`src/rtl/uart_pkg.sv`:
```
// Shared definitions for the configurable UART: parity encodings, FSM state
// encodings and a frame-length helper.
package uart_pkg;

  localparam int PAR_NONE = 0;
  localparam int PAR_ODD  = 1;
  localparam int PAR_EVEN = 2;

  typedef enum logic [2:0] {
    TX_IDLE,
    TX_START,
    TX_DATA,
    TX_PAR,
    TX_STOP
  } tx_state_t;

  typedef enum logic [2:0] {
    RX_IDLE,
    RX_START,
    RX_DATA,
    RX_PAR,
    RX_STOP,
    RX_WAIT_HIGH
  } rx_state_t;

  // Bits on the wire per frame: start + data + optional parity + stop bits.
  function automatic int frame_bits(input int data_bits, input int parity, input int stop_bits);
    return 1 + data_bits + ((parity != PAR_NONE) ? 1 : 0) + stop_bits;
  endfunction

endpackage

```
`src/rtl/uart_fifo.sv`:
```
// First-word fall-through FIFO holding received frames with their error tags.
module uart_fifo #(
  parameter int Width     = 10,
  parameter int DepthLog2 = 4
) (
  input  logic                 clk,
  input  logic                 reset,
  input  logic                 push,
  input  logic [Width-1:0]     wdata,
  input  logic                 pop,
  output logic [Width-1:0]     rdata,
  output logic [DepthLog2:0]   level,
  output logic                 full,
  output logic                 empty
);

  localparam logic [DepthLog2:0] DEPTH = {1'b1, {DepthLog2{1'b0}}};

  logic [Width-1:0]     mem [2**DepthLog2];
  logic [DepthLog2-1:0] wr_ptr;
  logic [DepthLog2-1:0] rd_ptr;
  logic                 do_push;
  logic                 do_pop;

  assign empty   = (level == '0);
  assign full    = (level == DEPTH);
  assign do_pop  = pop && !empty;
  // A pop in the same clk frees the slot, so a push into a full FIFO is then legal.
  assign do_push = push && (!full || do_pop);
  assign rdata   = empty ? '0 : mem[rd_ptr];

  always_ff @(posedge clk) begin
    if (do_push) mem[wr_ptr] <= wdata;
  end

  always_ff @(posedge clk or posedge reset) begin
    if (reset) begin
      wr_ptr <= '0;
      rd_ptr <= '0;
      level  <= '0;
    end else begin
      if (do_push) wr_ptr <= wr_ptr + 1'b1;
      if (do_pop)  rd_ptr <= rd_ptr + 1'b1;
      if (do_push && !do_pop)      level <= level + 1'b1;
      else if (!do_push && do_pop) level <= level - 1'b1;
    end
  end

endmodule

```
`src/rtl/uart_cfg.sv`:
```
// Configurable UART with runtime baud divisor, selectable framing and a
// buffered RX path tagging each byte with parity/frame error flags.
module uart_cfg
  import uart_pkg::*;
#(
  parameter int DataBits = 8,
  parameter int Parity   = 0,
  parameter int StopBits = 1,
  parameter int DivWidth = 16,
  parameter int OsLog2   = 4,
  parameter int FifoLog2 = 4
) (
  input  logic                clk,
  input  logic                reset,
  input  logic [DivWidth-1:0] div,
  input  logic                rin,
  output logic                rout,
  input  logic [DataBits-1:0] din,
  input  logic                send,
  output logic                txbusy,
  output logic [DataBits-1:0] rx_data,
  output logic                rx_perr,
  output logic                rx_ferr,
  output logic                rx_valid,
  input  logic                rx_pop,
  output logic [FifoLog2:0]   rx_level,
  output logic                rx_overrun,
  input  logic                clr_err
);

  localparam int FrameBits = frame_bits(DataBits, Parity, StopBits);
  localparam int BitW      = $clog2(FrameBits);
  localparam logic [BitW-1:0]   LAST_DATA = BitW'(DataBits);
  localparam logic [BitW-1:0]   LAST_BIT  = BitW'(FrameBits - 1);
  localparam logic [OsLog2-1:0] PH_LAST   = '1;
  localparam logic [OsLog2-1:0] PH_HALF   = OsLog2'((1 << (OsLog2 - 1)) - 1);
  localparam logic              HAS_PAR   = (Parity != PAR_NONE);
  localparam logic              ODD_PAR   = (Parity == PAR_ODD);

  logic [DivWidth-1:0] tick_cnt;
  logic [DivWidth-1:0] div_q;
  logic                tick;

  assign tick = (tick_cnt == div_q);

  // The divisor is captured only at the wrap so a change never truncates a period.
  always_ff @(posedge clk or posedge reset) begin
    if (reset) begin
      tick_cnt <= '0;
      div_q    <= '0;
    end else if (tick) begin
      tick_cnt <= '0;
      div_q    <= div;
    end else begin
      tick_cnt <= tick_cnt + 1'b1;
    end
  end

  tx_state_t           tx_state;
  logic [OsLog2-1:0]   tx_phase;
  logic [BitW-1:0]     tx_bit;
  logic [DataBits-1:0] tx_shift;
  logic                tx_par;

  // tx_bit indexes the frame position currently on the line (0 = start bit).
  always_ff @(posedge clk or posedge reset) begin
    if (reset) begin
      tx_state <= TX_IDLE;
      tx_phase <= '0;
      tx_bit   <= '0;
      tx_shift <= '0;
      tx_par   <= 1'b0;
      rout     <= 1'b1;
      txbusy   <= 1'b0;
    end else if (tx_state == TX_IDLE) begin
      if (send) begin
        tx_state <= TX_START;
        tx_phase <= '0;
        tx_bit   <= '0;
        tx_shift <= din;
        tx_par   <= ^din ^ ODD_PAR;
        rout     <= 1'b0;
        txbusy   <= 1'b1;
      end
    end else if (tick) begin
      tx_phase <= tx_phase + 1'b1;
      if (tx_phase == PH_LAST) begin
        tx_bit <= tx_bit + 1'b1;
        if (tx_bit == LAST_BIT) begin
          tx_state <= TX_IDLE;
          rout     <= 1'b1;
          txbusy   <= 1'b0;
        end else if (tx_bit < LAST_DATA) begin
          tx_state <= TX_DATA;
          rout     <= tx_shift[0];
          tx_shift <= tx_shift >> 1;
        end else if (tx_bit == LAST_DATA && HAS_PAR) begin
          tx_state <= TX_PAR;
          rout     <= tx_par;
        end else begin
          tx_state <= TX_STOP;
          rout     <= 1'b1;
        end
      end
    end
  end

  logic       rin_s1;
  logic       rin_s2;
  logic [2:0] rx_samp;
  logic       rx_filt;

  assign rx_filt = (rx_samp[0] & rx_samp[1]) | (rx_samp[0] & rx_samp[2]) | (rx_samp[1] & rx_samp[2]);

  always_ff @(posedge clk or posedge reset) begin
    if (reset) begin
      rin_s1  <= 1'b1;
      rin_s2  <= 1'b1;
      rx_samp <= 3'b111;
    end else begin
      rin_s1 <= rin;
      rin_s2 <= rin_s1;
      if (tick) rx_samp <= {rx_samp[1:0], rin_s2};
    end
  end

  rx_state_t           rx_state;
  logic [OsLog2-1:0]   rx_phase;
  logic [BitW-1:0]     rx_bit;
  logic [DataBits-1:0] rx_shift;
  logic                rx_perr_q;
  logic                rx_ferr_q;
  logic                rx_ferr_now;
  logic                rx_push;
  logic [DataBits+1:0] rx_wdata;

  assign rx_ferr_now = rx_ferr_q | ~rx_filt;

  // After the start-bit centre check, every later sample lands on a bit centre.
  always_ff @(posedge clk or posedge reset) begin
    if (reset) begin
      rx_state  <= RX_IDLE;
      rx_phase  <= '0;
      rx_bit    <= '0;
      rx_shift  <= '0;
      rx_perr_q <= 1'b0;
      rx_ferr_q <= 1'b0;
      rx_push   <= 1'b0;
      rx_wdata  <= '0;
    end else begin
      rx_push <= 1'b0;
      if (tick) begin
        case (rx_state)
          RX_IDLE: begin
            if (!rx_filt) begin
              rx_state <= RX_START;
              rx_phase <= '0;
            end
          end
          RX_START: begin
            if (rx_phase == PH_HALF) begin
              if (rx_filt) begin
                rx_state <= RX_IDLE;
              end else begin
                rx_state  <= RX_DATA;
                rx_phase  <= '0;
                rx_bit    <= BitW'(1);
                rx_perr_q <= 1'b0;
                rx_ferr_q <= 1'b0;
              end
            end else begin
              rx_phase <= rx_phase + 1'b1;
            end
          end
          RX_WAIT_HIGH: begin
            if (rx_filt) rx_state <= RX_IDLE;
          end
          default: begin
            rx_phase <= rx_phase + 1'b1;
            if (rx_phase == PH_LAST) begin
              rx_bit <= rx_bit + 1'b1;
              if (rx_state == RX_DATA) begin
                rx_shift <= {rx_filt, rx_shift[DataBits-1:1]};
                if (rx_bit == LAST_DATA) begin
                  if (HAS_PAR) rx_state <= RX_PAR;
                  else         rx_state <= RX_STOP;
                end
              end else if (rx_state == RX_PAR) begin
                rx_perr_q <= ^rx_shift ^ rx_filt ^ ODD_PAR;
                rx_state  <= RX_STOP;
              end else if (rx_bit == LAST_BIT) begin
                rx_push  <= 1'b1;
                rx_wdata <= {rx_perr_q, rx_ferr_now, rx_shift};
                if (rx_ferr_now) rx_state <= RX_WAIT_HIGH;
                else             rx_state <= RX_IDLE;
              end else begin
                rx_ferr_q <= rx_ferr_now;
              end
            end
          end
        endcase
      end
    end
  end

  logic [DataBits+1:0] fifo_rdata;
  logic                fifo_full;
  logic                fifo_empty;

  uart_fifo #(
    .Width     (DataBits + 2),
    .DepthLog2 (FifoLog2)
  ) u_fifo (
    .clk   (clk),
    .reset (reset),
    .push  (rx_push),
    .wdata (rx_wdata),
    .pop   (rx_pop),
    .rdata (fifo_rdata),
    .level (rx_level),
    .full  (fifo_full),
    .empty (fifo_empty)
  );

  assign rx_data  = fifo_rdata[DataBits-1:0];
  assign rx_ferr  = fifo_rdata[DataBits];
  assign rx_perr  = fifo_rdata[DataBits+1];
  assign rx_valid = !fifo_empty;

  // Setting has priority over clearing so a drop coinciding with clr_err is not lost.
  always_ff @(posedge clk or posedge reset) begin
    if (reset)                                 rx_overrun <= 1'b0;
    else if (rx_push && fifo_full && !rx_pop)  rx_overrun <= 1'b1;
    else if (clr_err)                          rx_overrun <= 1'b0;
  end

endmodule

```
`config.mk`:
```
export PLATFORM = sky130hd
export DESIGN_NAME = uart_cfg
export DESIGN_NICKNAME = d
export VERILOG_FILES = /design/src/rtl/uart_pkg.sv /design/src/rtl/uart_fifo.sv /design/src/rtl/uart_cfg.sv
export SDC_FILE = /design/constraint.sdc
export NUM_CORES = 1
export LEC_CHECK = 0
export CORE_UTILIZATION = 64
export DETAILED_ROUTE_END_ITERATION = 12
export PLACE_DENSITY = 0.88
export SYNTH_ARGS = -nofsm -noshare
export SYNTH_HDL_FRONTEND = slang
export SYNTH_SLANG_ARGS = --single-unit
```
`constraint.sdc`:
```
create_clock -name clk -period 7.9 [get_ports clk]
set_input_delay 0.79 -clock clk [delete_from_list [all_inputs] [get_ports clk]]
set_output_delay 0.79 -clock clk [all_outputs]
set_load 0.005 [all_outputs]
```
==> results.toml <==
[status]
status = "complete, no violations"

[hold_path]
hp-class = "register to register"
hold_end = "rin_s2"
min_from = "rin_s1"
hold_path_depth = 0

[synth]
syn_nets = 782
synth_top_area_cell = "edfxtp_1"
synthDistinctLibCells = 52
postSynthCellCount = 734
avgSynthCellArea_um2 = 15.4
yosysSeqAreaShare_pct = 65.4
synth_edf_count = 160
yosys_warnings = 0
synth_top_area_share_pct = 42.4
ys_ff_latch = 264
synth.most_common_cell = "edfxtp_1"
synth-async-reset-ratio_pct = 39.4
synthTopCellsByArea = "edfxtp_1 (42%), dfrtp_1 (22%), mux4_2 (9.9%)"
netlist_area_um2 = 11300
synth-main-ff-cell = "edfxtp_1"
synth_commonest_cells = "edfxtp_1 (160), dfrtp_1 (98), nand2_1 (51), mux4_2 (50), mux2_2 (39)"

[critical_path]
crit_fanout = 35
cp_slowest_stage_delay_ps = 620
reg2reg_depth = 12
crit_slowest_cell = "buf_4"
cp_common_cell = "mux4_2"
path_cells = "buf_4 -> mux4_2 -> mux4_2 -> and2_1 -> clkdlybuf4s50_1"
crit_arrival_ps = 3500
crit_required_ps = 7110
path_buf_inv = 2
critPathCaptureType = "primary output"
startpoint_type = "register"
crit_family = "multiplexers"
reg2reg_to = "u_fifo.level[4]"
r2r_start = "u_fifo.level[0]"
rrSetupSlack_ps = 4410
worst-setup-path-type = "register to primary output"

[clock_tree]
htree_num_levels = 1
post_cts_buffers = 0
clock-sinks = 264
clockBufferDepth = 3
cts_hold_buf = 0
cts_resized = 0
cts_buffers = 27
cts_tree = "yes"
clock_latency_ps = 530
clockRootBuffer = "clkbuf_16"
clkTransAtPathRegs_ps = 60

[drt]
dr.pass1.iters = 6
routed_wl_um = 24400
wl_per_cell_um = 23.6
ant_nets = 0
vias_per_cell = 6.47
post-route-drc-count = 0
vias = 6670
drtIter0Drc = 601

[timing]
maxSlewViolCount = 0
finalCritPeriodShare_pct = 54.3
hold_viol_final = 0
worst-slew-pin-transition_ps = 1450
finalSetupViolations = 0
clock_skew_ps = 21.5
rsz0062_at_grt = "false"
layout_min_cycle_time_ps = 4290
hold_ws_ps = 364
slew_headroom_pct = 3.02
fmax_mhz = 233
setup_tns_ps = 0

[die]
dieArea_um2 = 18300
die_h_um = 135
core_um2 = 17300
ios = 49
rows = 48
start_util_pct = 65.6
die_w_um = 135

[final_layout]
synthToLayoutAreaGrowth_pct = 14.6
antenna_cells = 0
stdcell_area_um2 = 13000
nets = 833
fillCellCount = 960
final_cells = 1031
drive_above_1_share_pct = 19.6

[grt]
grt_usage_pct = 28.1
antenna_found_initial = 0
met1_usage_pct = 35.7
met2_usage_pct = 49.8
grt_util_met3_pct = 3.42
grt_pass1_vias = 6852
grt_pass1_wl_um = 37900
grt_max_degree = 87
grt.busiest_layer = "met2"
grt-ovfl-total = 0

[placed_design]
io_buffers = 48
globalplace.congestion = 0.862
hpwl_um = 14800
dp_cells = 981
dpl-instance-area_um2 = 12100

[power_and_ir_drop]
powerDensity_nw_per_um2 = 217
leakage_uw = 0.00524
power_uw = 2820
vdd_drop_max_uv = 203

[run]
max-cap-violations = 0
-- cells in the final DEF, fill, tap and decap left out, drive strengths merged, types with 10 or more instances in the layout --
| master | count |
|---|---|
| ha | 17 |
| xnor2 | 22 |
| mux2 | 39 |
| nand2 | 51 |
| nor4 | 12 |
| clkdlybuf4s50 | 48 |
| a21oi | 10 |
| nor3 | 17 |
| inv | 23 |
| nand3 | 18 |
| edfxtp | 160 |
| o21ai | 15 |
| xor2 | 26 |
| and2 | 19 |
| nor2 | 31 |
| dfrtp | 98 |
| mux4 | 50 |
| clkbuf | 39 |
-- cell type report --
cell class / instances / area [µm²] / area share [%]
flip-flops and latches: 264 / 7420 / 57.1
inverters: 23 / 88.8 / 0.684
clock inverters: 11 / 136 / 1.05
clock buffers: 39 / 751 / 5.78
well taps: 225 / 282 / 2.17
repair buffers: 55 / 533 / 4.10
multi-input cells: 414 / 3790 / 29.2
-- worst reg2reg max path, stage by stage (launching register included) --
cell,delay [ps]
dfrtp_1,460
nor4_1,480
nand2b_1,460
and2_1,360
inv_1,140
ha_1,200
inv_1,110
fa_1,430
a21o_1,210
a21oi_1,190
xnor2_1,140
nor2_1,60
xor2_1,140
-- metrics by stage --
stage               util [%]  setup WS [ps]
finish                  75.1           3610
global route            75.1           3440
CTS                     75.1           3570
detailed placement      70.0           4190
global placement        70.0           4260
floorplan                  -           4390
-- logic make-up (layout without fill, tap and decap cells) --
group | Yosys count | after routing | synth area share, %
muxes | 96 | 96 | 14.4
xor gates and xnor gates | 48 | 48 | 3.71
buffers and inverters | 56 | 128 | 1.89
AOI/OAI and AO/OA | 65 | 65 | 4.03
and+or+nand+nor | 186 | 186 | 8.42
DFF | 264 | 264 | 65.4
adders and majority gates | 19 | 19 | 2.14
-- sequential cells by signal, summed over array words and instances (netlist names), 3 cells and up --
register / cells
rx_wdata: 10
rx_shift: 8
u_fifo.mem: 160
rx_state: 3
div_q: 16
tx_state: 3
tick_cnt: 16
tx_shift: 8
rx_phase: 4
u_fifo.rd_ptr: 4
u_fifo.level: 5
tx_bit: 4
rx_samp: 3
tx_phase: 4
u_fifo.wr_ptr: 4
rx_bit: 4
-- worst max path at each step --
stage	depth (start not counted)	end	slack [ps]	from
floorplan	1	div_q[0]	4390	reset
global placement	5	rx_data[4]	4260	u_fifo.rd_ptr[0]
detailed placement	5	rx_data[4]	4190	u_fifo.rd_ptr[0]
CTS	5	rx_data[4]	3570	u_fifo.rd_ptr[0]
global route	5	rx_data[4]	3440	u_fifo.rd_ptr[0]
finish	5	rx_data[4]	3610	u_fifo.rd_ptr[0]
-- per-layer routing --
layer  wire length (µm)  vias up
li1                   -     2876
met1               9460     3405
met2              12900      333
met3               1310       56
met4                727        0
met5                  0        -
-- report_power, final --
group / switching [µW] / leakage, µW / internal [µW]
Sequential: 21.5 / 0.00317 / 1470
Clock: 508 / 0.000437 / 758
Combinational: 29.7 / 0.00164 / 31.1
Total: 559 / 0.00524 / 2260
No activity file was read; power rests on OpenSTA's default activity.
